<file path="src/rtl/systolic_mac_pe.sv">
// systolic_mac_pe: output-stationary MAC processing element.
// Forwards operands east/south and applies a zero-point offset to the west operand.
// Keeps a wide accumulator with optional saturation and a sticky overflow flag.
// A drain chain shifts the column's snapshots south while the next tile accumulates.
module systolic_mac_pe #(
  parameter int DATA_BITS = 8,
  parameter int ACC_BITS  = 32,
  parameter int SATURATE  = 1,
  parameter int ROW_IDX   = 0
) (
  input  logic                        clk,
  input  logic                        rst,
  input  logic signed [DATA_BITS-1:0] inp_north,
  input  logic                        valid_north,
  input  logic signed [DATA_BITS-1:0] inp_west,
  input  logic                        valid_west,
  input  logic signed [DATA_BITS:0]   input_offset,
  input  logic                        acc_clear,
  input  logic                        drain,
  input  logic [ACC_BITS-1:0]         drain_in,
  input  logic                        drain_in_valid,
  output logic [DATA_BITS-1:0]        outp_south,
  output logic                        valid_south,
  output logic [DATA_BITS-1:0]        outp_east,
  output logic                        valid_east,
  output logic [ACC_BITS-1:0]         drain_out,
  output logic                        drain_out_valid,
  output logic [ACC_BITS-1:0]         result,
  output logic                        overflow,
  output logic                        busy
);

  localparam int A_BITS   = DATA_BITS + 2;
  localparam int P_BITS   = 2 * DATA_BITS + 2;
  localparam int CNT_BITS = (ROW_IDX > 0) ? $clog2(ROW_IDX + 1) : 1;

  typedef enum logic {IDLE, DRAIN} state_t;

  state_t                      state;
  logic [CNT_BITS-1:0]         cnt;
  logic signed [ACC_BITS-1:0]  acc;
  logic signed [A_BITS-1:0]    a;
  logic signed [P_BITS-1:0]    p;
  logic signed [ACC_BITS-1:0]  pext;
  logic signed [ACC_BITS-1:0]  sum;
  logic signed [ACC_BITS-1:0]  acc_next;
  logic                        fire;
  logic                        accept;
  logic                        add_ovf;
  logic                        ovf_next;

  localparam logic signed [ACC_BITS-1:0] ACC_MAX = {1'b0, {(ACC_BITS-1){1'b1}}};
  localparam logic signed [ACC_BITS-1:0] ACC_MIN = {1'b1, {(ACC_BITS-1){1'b0}}};

  // Datapath: offset-corrected product and next accumulator / overflow value.
  always_comb begin
    fire     = valid_north & valid_west;
    accept   = drain & (state == IDLE);
    a        = A_BITS'(inp_west) + A_BITS'(input_offset);
    p        = P_BITS'(a) * P_BITS'(inp_north);
    pext     = ACC_BITS'(p);
    sum      = acc + pext;
    add_ovf  = (acc[ACC_BITS-1] == pext[ACC_BITS-1]) &&
               (sum[ACC_BITS-1] != acc[ACC_BITS-1]);
    acc_next = acc;
    ovf_next = overflow;
    if (accept || acc_clear) begin
      // Restart never overflows: a single product always fits the accumulator.
      acc_next = fire ? pext : '0;
      ovf_next = 1'b0;
    end else if (fire) begin
      ovf_next = overflow | add_ovf;
      if (add_ovf && (SATURATE != 0))
        acc_next = acc[ACC_BITS-1] ? ACC_MIN : ACC_MAX;
      else
        acc_next = sum;
    end
  end

  // Registered forwarding, accumulator update and drain-chain state machine.
  always_ff @(posedge clk) begin
    if (!rst) begin
      state           <= IDLE;
      cnt             <= '0;
      acc             <= '0;
      overflow        <= 1'b0;
      outp_south      <= '0;
      valid_south     <= 1'b0;
      outp_east       <= '0;
      valid_east      <= 1'b0;
      drain_out       <= '0;
      drain_out_valid <= 1'b0;
    end else begin
      outp_south  <= inp_north;
      valid_south <= valid_north;
      outp_east   <= inp_west;
      valid_east  <= valid_west;
      acc         <= acc_next;
      overflow    <= ovf_next;
      case (state)
        IDLE: begin
          if (drain) begin
            drain_out       <= acc;
            drain_out_valid <= 1'b1;
            cnt             <= CNT_BITS'(ROW_IDX);
            state           <= (ROW_IDX > 0) ? DRAIN : IDLE;
          end else begin
            drain_out_valid <= 1'b0;
          end
        end
        DRAIN: begin
          drain_out       <= drain_in;
          drain_out_valid <= drain_in_valid;
          if (drain_in_valid) begin
            cnt <= cnt - CNT_BITS'(1);
            if (cnt == CNT_BITS'(1))
              state <= IDLE;
          end
        end
        default: state <= IDLE;
      endcase
    end
  end

  assign result = acc;
  assign busy   = (state == DRAIN);

endmodule

</file>
<file path="config.mk">
export PLATFORM = sky130hd
export DESIGN_NAME = systolic_mac_pe
export DESIGN_NICKNAME = d
export VERILOG_FILES = /design/src/rtl/systolic_mac_pe.sv
export SDC_FILE = /design/constraint.sdc
export NUM_CORES = 1
export LEC_CHECK = 0
export BUFFER_PORTS_ARGS = -buffer_cell sky130_fd_sc_hd__buf_2
export CAP_MARGIN = 0
export CORE_MARGIN = 1.5
export CORE_UTILIZATION = 35
export CTS_BUF_LIST = sky130_fd_sc_hd__clkbuf_4 sky130_fd_sc_hd__clkbuf_8
export CTS_CLUSTER_DIAMETER = 40
export DETAILED_ROUTE_END_ITERATION = 8
export GPL_TIMING_DRIVEN = 0
export HOLD_SLACK_MARGIN = 0.02
export PLACE_DENSITY = 0.68
export SYNTH_ARGS = -nofsm -noshare
export SYNTH_HDL_FRONTEND = slang
export SYNTH_SLANG_ARGS = --single-unit
export TNS_END_PERCENT = 1
</file>
<file path="constraint.sdc">
create_clock -name clk -period 9.7 [get_ports clk]
set_clock_uncertainty 0.05 [all_clocks]
set_input_delay 0.97 -clock clk [delete_from_list [all_inputs] [get_ports clk]]
set_output_delay 0.97 -clock clk [all_outputs]
set_load 0.03 [all_outputs]
</file>
==> reports/metrics.yaml <==
hp-class: "flop to flop"
crit_path_end_kind: "flop"
min_to: "busy$_SDFF_PN0_"
period_needed_ps: 9300
fp.dieW_um: 159
root_buffer: "clkbuf_8"
reg2reg_to: "result[28]$_SDFFE_PN0P_"
rr_worst_depth: 12
start_kind: "input pin"
cp_slowest_stage_delay_ps: 530
hp-start: "cnt$_SDFFE_PN0P_"
ant_nets: 0
worstPathMaxFanout: 10
clk_path_buf_depth: 2
synth_area_um2: 8570
antenna_found_initial: 0
drive_gt1_frac: 0.171
regArea_um2: 1720
cts_tree: "yes"
io_buffers: 146
fillCellCount: 2460
slew_headroom: 0.341
initial_core_util: 0.354
synth.distinct_cells: 66
async_flop_share: 0
post_drt_wl_per_cell_um: 15.6
placed_cell_area_um2: 9710
crit_buf_inv: 7
syn-num-nets: 1252
required_ps: 9900
htree_levels: 3
hold_violations: 0
min_path_cells: 1
tightest_slew_ps: 982
grt_pass1_vias: 7495
first_pass_iters: 5
fin_crit_sh: 0.959
synth_edf_count: 0
worst-path-stages: 35
crit_type: "input pin to flop"
ys_ff_latch: 86
worst_slack_ps: 400
gr-total-overflow: 0
worst_path_most_repeated_cell: "fa_1"
synthCells: 1044
reg2reg_slack_ps: 6130
dieArea_um2: 25400
multi_input_area_um2: 6390
clkLatencyLatePin_ps: 390
clkTransAtPathRegs_ps: 90
synth-main-ff-cell: "dfxtp_1"
hpwl_um: 18900
design_area_um2: 10000
drt_wl_total_um: 24000
clock.fmax_mhz: 108
outcome: "complete, no violations"
pin_count: 149
grt_max_degree: 15
grt_first_pass_wirelength_um: 37900
finalSetupViolations: 0
design.core.area_um2: 24200
yosysWarnings: 0
slew_viol_final: 0
via_per_inst: 5.16
dp.cells: 1514
place.gp.congestion: 0.904
cts.sinks: 86
die_h_um: 159
rows: 57
r2r_start: "result[4]$_SDFFE_PN0P_"
yosysSeqAreaShare: 0.201
cts_made_buffers: 9
hold_buffers: 0
antenna_cells: 0
fin_nets: 1414
slowest_stage: "fa_1"
grt_usage: 0.184
drtIter0Drc: 479
cap_violations: 0
layout.cells.non_filler: 1533
path_delay_family: "adder cells"
via_count: 7912
area_growth_pct: 17.2
drcViolationCount: 0
cp.arrival_ps: 9500
dp_slack_ps: -826
syn_avg_cell_area_um2: 8.21
-- sequential cells by signal, indices dropped and copies added, names as in the netlist, 8 cells and up --
signal / flops
drain_out: 32
outp_east: 8
outp_south: 8
result: 32
-- worst max-delay path by stage --
stage,from,end,slack [ps]
final,inp_west[0],result[28]$_SDFFE_PN0P_,400
after global routing,inp_west[0],result[28]$_SDFFE_PN0P_,-20
after CTS,inp_west[0],result[28]$_SDFFE_PN0P_,60
after detailed placement,inp_west[0],result[13]$_SDFFE_PN0P_,-830
after global placement,inp_west[0],result[13]$_SDFFE_PN0P_,-740
after floorplan,inp_west[0],result[28]$_SDFFE_PN0P_,530
-- metrics by stage --
stage,utilization,setup TNS (ps),hold WS (ps)
after floorplan,-,0,377
after global placement,0.401,-17600,389
after detailed placement,0.401,-20070,403
after CTS,0.412,0,416
after global routing,0.415,-22.2,449
final,0.415,0,419
-- cell usage in the layout, fill, tap and decap left out, types with 44 or more instances in the layout --
cell,count
a21oi_1,89
and2_1,69
buf_2,150
dfxtp_1,86
fa_1,61
ha_1,80
inv_1,98
nand2_1,77
nor2_1,111
o21ai_0,44
xnor2_1,47
-- layer usage --
layer | up-vias | routed length, um | global-route usage
met5 | - | 0 | 0
met3 | 21 | 1420 | 0.0240
met2 | 271 | 10800 | 0.300
met4 | 0 | 333 | 0.0536
met1 | 3750 | 11400 | 0.256
li1 | 3870 | - | -
-- cells by family (layout without fill, tap and decap cells) --
logic type               after synthesis  after routing  share of synthesized area
XOR/XNOR                              61             61                     0.0640
flip-flops                            86             86                      0.201
buffers and inverters                143            308                     0.0650
AND/OR/NAND/NOR                      318            318                      0.176
multiplexers                          33             33                     0.0385
adder cells (fa/ha/maj)              144            144                      0.264
AO/OA/AOI/OAI                        259            259                      0.192
-- synthesized netlist by cell type, types with 2 or more instances --
cell type  count  share of area
xor2_1        12          0.012
o21ai_0       44          0.026
nor4_1         2         0.0015
or3_1          4         0.0029
nand3_1       10         0.0058
dfxtp_1       86           0.20
nand2_1       78          0.034
a211o_1        2         0.0020
nor3b_1        2         0.0018
o21bai_1      13          0.011
o21ai_1        5         0.0029
nor3_1        12         0.0070
and2_1        69          0.050
a21o_1        19          0.017
ha_1          83           0.12
o22ai_1        3         0.0022
nor2_1       111          0.049
a31oi_1        6         0.0044
a221oi_1      12          0.012
fa_1          61           0.14
a21oi_1       96          0.056
nand2b_1       5         0.0037
buf_1          6         0.0026
xnor2_1       48          0.049
buf_2          4         0.0023
nor2b_1        2         0.0015
o211ai_1       6         0.0053
mux2i_1       33          0.039
inv_1         99          0.043
clkbuf_1      32          0.014
o31ai_1       12          0.011
buf_6          2         0.0026
o21a_1        14          0.012
or2_2          3         0.0022
a211oi_1       8         0.0070
and3_1        10         0.0073
-- timing repair --
action | 4_1_cts | 5_1_grt
pin swaps | 0 | 3
resized for setup | 6 | 19
gates cloned | 1 | 0
setup endpoints to repair | 32 | 32
buffers inserted | 4 | 2
-- final cells by class --
| class | count | share of cell area |
|---|---|---|
| buffer | 42 | 0.0177 |
| clock buffer | 9 | 0.0123 |
| clock inverter | 5 | 0.00623 |
| inverter | 99 | 0.0374 |
| multi-input combinational | 815 | 0.637 |
| sequential | 86 | 0.171 |
| tap | 324 | 0.0404 |
| timing repair buffer | 152 | 0.0772 |
| timing repair inverter | 1 | 0.000747 |
Power is not shown: default switching activity piles up to over one toggle a cycle in this logic, so the estimate is an artifact.
